## src/rtl/window_fetch_ctrl_if.sv

```systemverilog
// Handshake bundle between window_fetch_ctrl, pixel memory, windowBuffer and the Sobel core.
// master = fetch controller side, slave = memory/windowBuffer/core side.
interface window_fetch_ctrl_if #(
    parameter int unsigned ADDR_W = 16
);
    logic              mem_rd_en;
    logic [ADDR_W-1:0] mem_addr;
    logic [7:0]        mem_rdata;
    logic              start_read;
    logic              read_done;
    logic [7:0]        data_r;
    logic [3:0]        count;
    logic              start_shift;
    logic [1:0]        shift_direc;
    logic              shift_done;
    logic              win_valid;
    logic              win_ack;
    logic [ADDR_W-1:0] cx;
    logic [ADDR_W-1:0] cy;

    modport master (
        output mem_rd_en, mem_addr, start_read, data_r, count, start_shift, shift_direc,
               win_valid, cx, cy,
        input  mem_rdata, read_done, shift_done, win_ack
    );

    modport slave (
        input  mem_rd_en, mem_addr, start_read, data_r, count, start_shift, shift_direc,
               win_valid, cx, cy,
        output mem_rdata, read_done, shift_done, win_ack
    );
endinterface

```

## src/rtl/window_fetch_ctrl.sv

```systemverilog
// Snake-order 3x3 window walker: fetches pixels into windowBuffer slots, issues shifts and
// presents each resident window to the Sobel core with a valid/ack handshake.
module window_fetch_ctrl #(
    parameter int unsigned IMG_W  = 16,
    parameter int unsigned IMG_H  = 16,
    parameter int unsigned ADDR_W = 16
) (
    input  logic clk,
    input  logic rst,
    input  logic start_i,
    output logic busy_o,
    output logic done_o,
    window_fetch_ctrl_if.master bus
);

    typedef enum logic [2:0] {
        StIdle, StLoadAddr, StLoadData, StLoadWait, StPresent, StShift, StFinish
    } state_e;

    // Which slots still need loading after the last move.
    typedef enum logic [1:0] {ListFull, ListRight, ListLeft, ListDown} list_e;

    localparam logic [ADDR_W-1:0] AddrOne = ADDR_W'(1);
    localparam logic [ADDR_W-1:0] CxLast  = ADDR_W'(IMG_W - 2);
    localparam logic [ADDR_W-1:0] CyLast  = ADDR_W'(IMG_H - 2);
    localparam logic [ADDR_W-1:0] RowLen  = ADDR_W'(IMG_W);

    state_e            state_q, state_d;
    list_e             list_q, list_d;
    logic [3:0]        idx_q, idx_d;
    logic [ADDR_W-1:0] cx_q, cx_d;
    logic [ADDR_W-1:0] cy_q, cy_d;
    logic              pass_left_q, pass_left_d;
    logic [1:0]        dir_q, dir_d;
    logic [7:0]        data_q, data_d;
    logic [3:0]        count_q, count_d;

    logic [3:0]        slot;
    logic [3:0]        last_idx;
    logic [3:0]        col;
    logic [3:0]        row;
    logic [ADDR_W-1:0] pix_x;
    logic [ADDR_W-1:0] pix_y;
    logic [ADDR_W-1:0] rd_addr;

    always_ff @(posedge clk or posedge rst) begin
        if (rst) begin
            state_q     <= StIdle;
            list_q      <= ListFull;
            idx_q       <= '0;
            cx_q        <= '0;
            cy_q        <= '0;
            pass_left_q <= 1'b0;
            dir_q       <= '0;
            data_q      <= '0;
            count_q     <= '0;
        end else begin
            state_q     <= state_d;
            list_q      <= list_d;
            idx_q       <= idx_d;
            cx_q        <= cx_d;
            cy_q        <= cy_d;
            pass_left_q <= pass_left_d;
            dir_q       <= dir_d;
            data_q      <= data_d;
            count_q     <= count_d;
        end
    end

    // Map list position to windowBuffer slot and slot to pixel address.
    always_comb begin
        slot     = idx_q;
        last_idx = 4'd2;
        unique case (list_q)
            ListFull: begin
                slot     = idx_q;
                last_idx = 4'd8;
            end
            ListRight: slot = 4'd2 + 4'd3 * idx_q;
            ListLeft:  slot = 4'd3 * idx_q;
            ListDown:  slot = 4'd6 + idx_q;
            default:   slot = idx_q;
        endcase
        col     = slot % 4'd3;
        row     = slot / 4'd3;
        pix_x   = cx_q - AddrOne + ADDR_W'(col);
        pix_y   = cy_q - AddrOne + ADDR_W'(row);
        rd_addr = pix_y * RowLen + pix_x;
    end

    always_comb begin
        state_d     = state_q;
        list_d      = list_q;
        idx_d       = idx_q;
        cx_d        = cx_q;
        cy_d        = cy_q;
        pass_left_d = pass_left_q;
        dir_d       = dir_q;
        data_d      = data_q;
        count_d     = count_q;
        unique case (state_q)
            StIdle: begin
                if (start_i) begin
                    state_d     = StLoadAddr;
                    cx_d        = AddrOne;
                    cy_d        = AddrOne;
                    list_d      = ListFull;
                    idx_d       = '0;
                    pass_left_d = 1'b0;
                end
            end
            StLoadAddr: state_d = StLoadData;
            StLoadData: begin
                data_d  = bus.mem_rdata;
                count_d = slot;
                state_d = StLoadWait;
            end
            StLoadWait: begin
                if (bus.read_done) begin
                    if (idx_q == last_idx) begin
                        state_d = StPresent;
                    end else begin
                        idx_d   = idx_q + 4'd1;
                        state_d = StLoadAddr;
                    end
                end
            end
            StPresent: begin
                if (bus.win_ack) begin
                    idx_d   = '0;
                    state_d = StShift;
                    if (!pass_left_q && (cx_q < CxLast)) begin
                        dir_d  = 2'b01;
                        cx_d   = cx_q + AddrOne;
                        list_d = ListRight;
                    end else if (pass_left_q && (cx_q > AddrOne)) begin
                        dir_d  = 2'b11;
                        cx_d   = cx_q - AddrOne;
                        list_d = ListLeft;
                    end else if (cy_q < CyLast) begin
                        dir_d       = 2'b10;
                        cy_d        = cy_q + AddrOne;
                        list_d      = ListDown;
                        pass_left_d = ~pass_left_q;
                    end else begin
                        state_d = StFinish;
                    end
                end
            end
            StShift: begin
                if (bus.shift_done) state_d = StLoadAddr;
            end
            StFinish: state_d = StIdle;
            default:  state_d = StIdle;
        endcase
    end

    always_comb begin
        busy_o          = (state_q != StIdle) && (state_q != StFinish);
        done_o          = (state_q == StFinish);
        bus.mem_rd_en   = (state_q == StLoadAddr);
        bus.mem_addr    = (state_q == StLoadAddr) ? rd_addr : '0;
        bus.start_read  = (state_q == StLoadWait);
        bus.data_r      = data_q;
        bus.count       = count_q;
        bus.start_shift = (state_q == StShift);
        bus.shift_direc = (state_q == StShift) ? dir_q : 2'b00;
        bus.win_valid   = (state_q == StPresent);
        bus.cx          = cx_q;
        bus.cy          = cy_q;
    end

endmodule

```

## src/flat_wrapper.sv

```systemverilog
// flat-port wrapper written by rule: the top's interface ports become plain ports
module window_fetch_ctrl_flat 
#(
    parameter int unsigned IMG_W  = 16,
    parameter int unsigned IMG_H  = 16,
    parameter int unsigned ADDR_W = 16
)
  (clk, rst, start_i, busy_o, done_o, bus_mem_rd_en, bus_mem_addr, bus_start_read, bus_data_r, bus_count, bus_start_shift, bus_shift_direc, bus_win_valid, bus_cx, bus_cy, bus_mem_rdata, bus_read_done, bus_shift_done, bus_win_ack);
  window_fetch_ctrl_if #(.ADDR_W(ADDR_W)) bus_i ();
  input  logic clk;
  input  logic rst;
  input  logic start_i;
  output logic busy_o;
  output logic done_o;
  output wire logic [$bits(bus_i.mem_rd_en)-1:0] bus_mem_rd_en;
  output wire logic [$bits(bus_i.mem_addr)-1:0] bus_mem_addr;
  output wire logic [$bits(bus_i.start_read)-1:0] bus_start_read;
  output wire logic [$bits(bus_i.data_r)-1:0] bus_data_r;
  output wire logic [$bits(bus_i.count)-1:0] bus_count;
  output wire logic [$bits(bus_i.start_shift)-1:0] bus_start_shift;
  output wire logic [$bits(bus_i.shift_direc)-1:0] bus_shift_direc;
  output wire logic [$bits(bus_i.win_valid)-1:0] bus_win_valid;
  output wire logic [$bits(bus_i.cx)-1:0] bus_cx;
  output wire logic [$bits(bus_i.cy)-1:0] bus_cy;
  input wire logic [$bits(bus_i.mem_rdata)-1:0] bus_mem_rdata;
  input wire logic [$bits(bus_i.read_done)-1:0] bus_read_done;
  input wire logic [$bits(bus_i.shift_done)-1:0] bus_shift_done;
  input wire logic [$bits(bus_i.win_ack)-1:0] bus_win_ack;
  assign bus_mem_rd_en = bus_i.mem_rd_en;
  assign bus_mem_addr = bus_i.mem_addr;
  assign bus_start_read = bus_i.start_read;
  assign bus_data_r = bus_i.data_r;
  assign bus_count = bus_i.count;
  assign bus_start_shift = bus_i.start_shift;
  assign bus_shift_direc = bus_i.shift_direc;
  assign bus_win_valid = bus_i.win_valid;
  assign bus_cx = bus_i.cx;
  assign bus_cy = bus_i.cy;
  assign bus_i.mem_rdata = bus_mem_rdata;
  assign bus_i.read_done = bus_read_done;
  assign bus_i.shift_done = bus_shift_done;
  assign bus_i.win_ack = bus_win_ack;
  window_fetch_ctrl #(.IMG_W(IMG_W), .IMG_H(IMG_H), .ADDR_W(ADDR_W)) u_core (.clk(clk), .rst(rst), .start_i(start_i), .busy_o(busy_o), .done_o(done_o), .bus(bus_i));
endmodule
```

## config.mk

```make
export PLATFORM = sky130hd
export DESIGN_NAME = window_fetch_ctrl_flat
export DESIGN_NICKNAME = d
export VERILOG_FILES = /design/src/rtl/window_fetch_ctrl_if.sv /design/src/rtl/window_fetch_ctrl.sv /design/src/flat_wrapper.sv
export SDC_FILE = /design/constraint.sdc
export NUM_CORES = 1
export LEC_CHECK = 0
export CORE_MARGIN = 2
export CORE_UTILIZATION = 40
export DETAILED_ROUTE_END_ITERATION = 10
export GPL_ROUTABILITY_DRIVEN = 0
export SLEW_MARGIN = 20
export SYNTH_ARGS = -nofsm -noshare
export SYNTH_HDL_FRONTEND = slang
export SYNTH_SLANG_ARGS = --single-unit
```

## constraint.sdc

```tcl
create_clock -name clk -period 12.2 [get_ports clk]
set_input_delay 2.44 -clock clk [delete_from_list [all_inputs] [get_ports clk]]
set_output_delay 2.44 -clock clk [all_outputs]
set_load 0.1 [all_outputs]
```

==> run summary, run 1 <==
Hold_buf cts = 0
Worst EP arrival = 8050 ps
R2r setup slk = 9020 ps
Clock Skew = 6.535 ps
Worst Path Buf+Inv = 6
Critical path startpoint category = flop
Max Cap Viol = 0
# diodes = 0
Avg WL per Cell = 15.65 µm
Syn Area/Cell = 8.752 µm²
Post_cts resized = 0
Dpl cells = 766
Yosys cell types = 75
Slew headroom = 0.3374
P&R area growth vs syn = 22.08%
Final setup violation count = 0
Crit. End Element = output pin
CP startpoint = u_core.idx_q[0]
RSZ-0062 raised after global routing = no
# rows = 40
Most common cell in the synthesized netlist = nor2_1
Clk buf depth = 2
Mapped cell area = 4840 µm²
CP Max Fanout = 11
Yosys top cell area share = 0.2896
CP Depth = 30
CTS sink count = 56
Tcrit/Tclk final = 0.8597
Vias/cell = 5.393
Top Family by Delay on Critical Path = adder cells
Largest net degree at the start of global routing = 57
Most frequent CP cell = ha_1
Final slew viol count = 0
Area leader, netlist = dfrtp_1
Fin. Hold Viols = 0
Fillers = 1169
Critical Path Sink = bus_mem_addr[14]
Fin cells = 774
DRT Pass-1 Iters = 4
Detailed placement HPWL = 9275 µm
Die ar. = 12990 µm²
Die X = 114.0 µm
Post-synth EDFFs = 0
Ys async rst share = 1.000
Synthesized flop and latch total = 56
Residual DRC count = 0
Worst-Margin Slew = 990.8 ps
Outcome = finished, final reports clean
F_max = 0.09534 GHz
Clk Tree Root Cell = clkbuf_16
Syn Inst Count = 553
H-tree level count = 2
Post-synthesis sequential area ratio = 0.2896
Grt total ovfl = 0
Initial antenna violation count = 0
# port buffers = 81
Gr usage total = 0.1893
Worst r2r src = u_core.state_q[2]
Post-CTS Setup Inserts = 0
RR Endpoint = u_core.bus.cy[11]
First-pass GRT wire length = 19920 µm
Setup TNS = 0 ps
Initial DRC Count = 193
Routed vias = 4174
Clock-pin slew on the worst setup and hold paths = 70 ps
Layout cells sized above 1 = 0.07337
CTS Buf Count = 5
CTS tree = built
Hold Path Class = flop to flop
Synth area leaders = dfrtp_1 (29%), ha_1 (14%), xnor2_1 (4.9%)
Setup CP Type = flop to output pin
Max stage delay cell, worst path = clkdlybuf4s50_1
Initial core utilization = 0.4063
Worst EP required = 9760 ps
I/O Pins = 82
Routed WL = 12110 µm
Crit path largest cell delay = 1140 ps
Top post-synthesis cells by count = nor2_1 (61), dfrtp_1 (56), ha_1 (53)
Clk_lat worst skew = 300 ps
Final nets = 696
Reg2reg path depth = 9
Syn nets = 623
YS warnings = 0
Vias in the first global route = 4081
Die height = 114.0 µm
Detail Route Antenna Nets = 0
Post-layout minimum cycle time = 10490 ps
CORE AREA = 11910 µm²
Synth Flop Type = dfrtp_1
flip-flops by register name, indices dropped and copies added, names as in the netlist:
register            count
u_core.bus.cx          16
u_core.bus.cy          16
u_core.bus.data_r       8
u_core.bus.count        4
u_core.idx_q            4
u_core.state_q          3
u_core.dir_q            2
u_core.list_q           2
u_core.pass_left_q      1
area by class of cell:
class	count	area, µm²	share of cell area
Clock buffer	7	132.6	0.02245
Clock inverter	1	8.758	0.001482
Inverter	40	150.1	0.02541
Multi-Input combinational cell	439	3198	0.5413
Sequential cell	56	1401	0.2372
Tap cell	147	183.9	0.03113
Timing Repair Buffer	84	833.3	0.1410
cells in the final DEF, fill, tap and decap left out, types with 8 or more instances in the layout:
master           instances
ha_1                    53
a21oi_1                 16
o21ai_0                 39
mux2_2                  13
nor3_1                  12
nand2b_1                 8
nor2_1                  61
xnor2_1                 27
a21o_1                   8
inv_1                   39
dfrtp_1                 56
nand2_1                 40
nand3_1                 25
xor2_1                  22
clkdlybuf4s50_1         81
worst register-to-register path: cells and delay by family (launching register included):
| family | cells | cell delay, ps |
|---|---|---|
| compound gates | 1 | 580 |
| flops | 1 | 510 |
| simple gates | 6 | 1420 |
| buf+inv | 1 | 440 |
| xor+xnor | 1 | 120 |
worst min-delay path by stage:
| stage | depth (start not counted) | from | slack, ps | to |
|---|---|---|---|---|
| after detailed placement | 2 | u_core.dir_q[0] | 460 | u_core.dir_q[0] |
| after global placement | 2 | u_core.dir_q[0] | 460 | u_core.dir_q[0] |
| after floorplan | 2 | u_core.dir_q[0] | 440 | u_core.dir_q[0] |
| after global routing | 2 | u_core.dir_q[0] | 520 | u_core.dir_q[0] |
| final | 2 | u_core.dir_q[0] | 480 | u_core.dir_q[0] |
| after CTS | 2 | u_core.dir_q[0] | 480 | u_core.dir_q[0] |
per-layer routing:
metal	routed length [µm]	vias up	global-route usage
li1	-	2086	-
met5	0	-	0
met1	5782	1993	0.2590
met3	478	12	0.03188
met4	146	0	0.03984
met2	5703	83	0.3159
stage by stage:
stage / hold slack [ps] / utilization / cell area [µm²] / setup WS [ps]
2_1_floorplan: 438.4 / - / 4840 / 2773
3_3_place_gp: 457.6 / 0.4841 / 5767 / 2268
3_5_place_dp: 462.0 / 0.4841 / 5767 / 2058
4_1_cts: 478.5 / 0.4960 / 5908 / 1679
5_1_grt: 516.5 / 0.4960 / 5908 / 1166
6_report: 479.7 / 0.4960 / 5908 / 1711
kinds of logic (layout without fill, tap and decap cells):
family / after synthesis / after routing / share of synthesized area
xor+xnor: 51 / 51 / 0.09669
buf+inv: 58 / 132 / 0.04964
compound gates: 114 / 114 / 0.1606
mux: 22 / 22 / 0.05429
flops: 56 / 56 / 0.2896
fa+ha+maj: 56 / 56 / 0.1494
simple gates: 196 / 196 / 0.1998
Power of run 1 is not shown: default switching activity piles up to over one toggle a cycle in this logic, so the estimate is an artifact.
==> run 2, diff against run 1 <==
--- a/config.mk
+++ b/config.mk
@@ -9,6 +9,8 @@
 export CORE_UTILIZATION = 40
 export DETAILED_ROUTE_END_ITERATION = 10
 export GPL_ROUTABILITY_DRIVEN = 0
+export MAX_ROUTING_LAYER = met4
+export REMOVE_ABC_BUFFERS = 1
 export SLEW_MARGIN = 20
 export SYNTH_ARGS = -nofsm -noshare
 export SYNTH_HDL_FRONTEND = slang
==> run 2 against run 1 <==
Flip-flop and latch count stayed put. Clock skew is 0.74 ps lower. Final area is 0.15% higher. Global-route usage is 1.0 points higher. Final cell count stayed put. First-iteration DRC count is 26% higher. Critical path depth is 1 lower. Largest cell class unchanged. Utilization is 0.074 points higher. Via count hardly changed. Die area stayed put.
==> run summary, run 2 (synthesis results as in run 1) <==
Clk buf depth = 2
Commonest cells after routing, fill and taps aside = clkdlybuf4s50_1 (81), nor2_1 (61), dfrtp_1 (56)
Post_cts resized = 0
CTS tree = built
CORE AREA = 11910 µm²
Worst EP required = 9760 ps
R2r setup slk = 9000 ps
# port buffers = 81
Crit path largest cell delay = 1140 ps
Hold Crit Depth = 2
Initial antenna violation count = 0
Most frequent CP cell = ha_1
Worst r2r src = u_core.state_q[2]
# rows = 40
First-pass GRT wire length = 20270 µm
# diodes = 0
Post-CTS Setup Inserts = 0
Post-layout minimum cycle time = 10540 ps
Slew headroom = 0.3395
Final slew viol count = 0
Gr usage total = 0.1994
Top Family by Delay on Critical Path = adder cells
Critical path startpoint category = flop
Detailed placement HPWL = 9483 µm
Setup TNS = 0 ps
Setup CP Type = flop to output pin
Worst EP arrival = 8100 ps
Largest net degree at the start of global routing = 57
Cell area after layout = 5917 µm²
CTS Buf Count = 5
Final setup violation count = 0
Die ar. = 12990 µm²
Final core occ = 0.4967
Crit. End Element = output pin
Residual DRC count = 0
Max stage delay cell, worst path = clkdlybuf4s50_1
Clock Skew = 5.794 ps
Commonest non-fill, non-tap cell in the layout = clkdlybuf4s50_1
CP Max Fanout = 11
Routed WL = 12380 µm
Clk_lat worst skew = 300 ps
CTS sink count = 56
Layout cells sized above 1 = 0.07496
Hold Path Class = flop to flop
Vias/cell = 5.390
Reg2reg path depth = 9
Initial DRC Count = 243
Worst-Margin Slew = 987.7 ps
Avg WL per Cell = 15.99 µm
Fin. Hold Viols = 0
Post-route setup slack = 1664 ps
Outcome = finished, final reports clean
RR Endpoint = u_core.bus.cy[11]
P&R area growth vs syn = 22.26%
Worst Hold Endpoint = u_core.dir_q[0]
Worst Path Buf+Inv = 6
Die X = 114.0 µm
Min-delay src = u_core.dir_q[0]
Routed vias = 4172
Pre-CTS setup slack = 2048 ps
Clock-pin slew on the worst setup and hold paths = 70 ps
Fillers = 1195
Tcrit/Tclk final = 0.8636
Vias in the first global route = 4101
DP Area = 5767 µm²
DRT Pass-1 Iters = 5
Max Cap Viol = 0
Final nets = 696
RSZ-0062 raised after global routing = no
F_max = 0.09492 GHz
Clk Tree Root Cell = clkbuf_16
I/O Pins = 82
Grt total ovfl = 0
Initial core utilization = 0.4063
H-tree level count = 2
Die height = 114.0 µm
Hold_buf cts = 0
Detail Route Antenna Nets = 0
[run 2: cell type report]
type / count / area [µm²] / share of cell area
multi-input combinational: 439 / 3198 / 0.5405
timing repair buffer: 84 / 833.3 / 0.1408
clock buffer: 7 / 142.6 / 0.02411
tap: 147 / 183.9 / 0.03108
clock inverter: 1 / 7.507 / 0.001269
inverter: 40 / 150.1 / 0.02538
sequential: 56 / 1401 / 0.2368
[run 2: how the worst max path moves through the flow]
stage / start / end / slack, ps / depth (start not counted)
3_5_place_dp: u_core.idx_q[0] / bus_mem_addr[13] / 2050 / 29
5_1_grt: u_core.idx_q[0] / bus_mem_addr[13] / 1160 / 30
3_3_place_gp: u_core.idx_q[0] / bus_mem_addr[14] / 2280 / 30
2_1_floorplan: u_core.idx_q[0] / bus_mem_addr[14] / 2710 / 31
6_report: u_core.idx_q[0] / bus_mem_addr[13] / 1660 / 29
4_1_cts: u_core.idx_q[0] / bus_mem_addr[13] / 1660 / 29
[run 2: per-layer routing]
metal | up-vias | part of all wire | global-route usage
met5 | - | 0 | -
met4 | 0 | 0.022 | 0.07317
met3 | 18 | 0.046 | 0.03454
met2 | 98 | 0.46 | 0.3115
met1 | 1967 | 0.47 | 0.2603
li1 | 2089 | - | -
[run 2: through the flow]
| step | std cells | hold WS [ps] |
|---|---|---|
| finish | 774 | 479.2 |
| global route | 774 | 512.4 |
| CTS | 774 | 485.8 |
| detailed placement | 766 | 469.4 |
| global placement | 766 | 463.1 |
| floorplan | 535 | 438.4 |
[run 2: worst reg2reg max path, stage by stage (launching register included)]
cell and delay [ps]:
dfrtp_1 510, nor2b_1 310, nand2_1 250, inv_1 400
nand2_1 150, or2_2 360, o31ai_4 570, and4_1 310
xnor2_1 140, nor2_1 60
Power of run 2 is left out for the same reason.
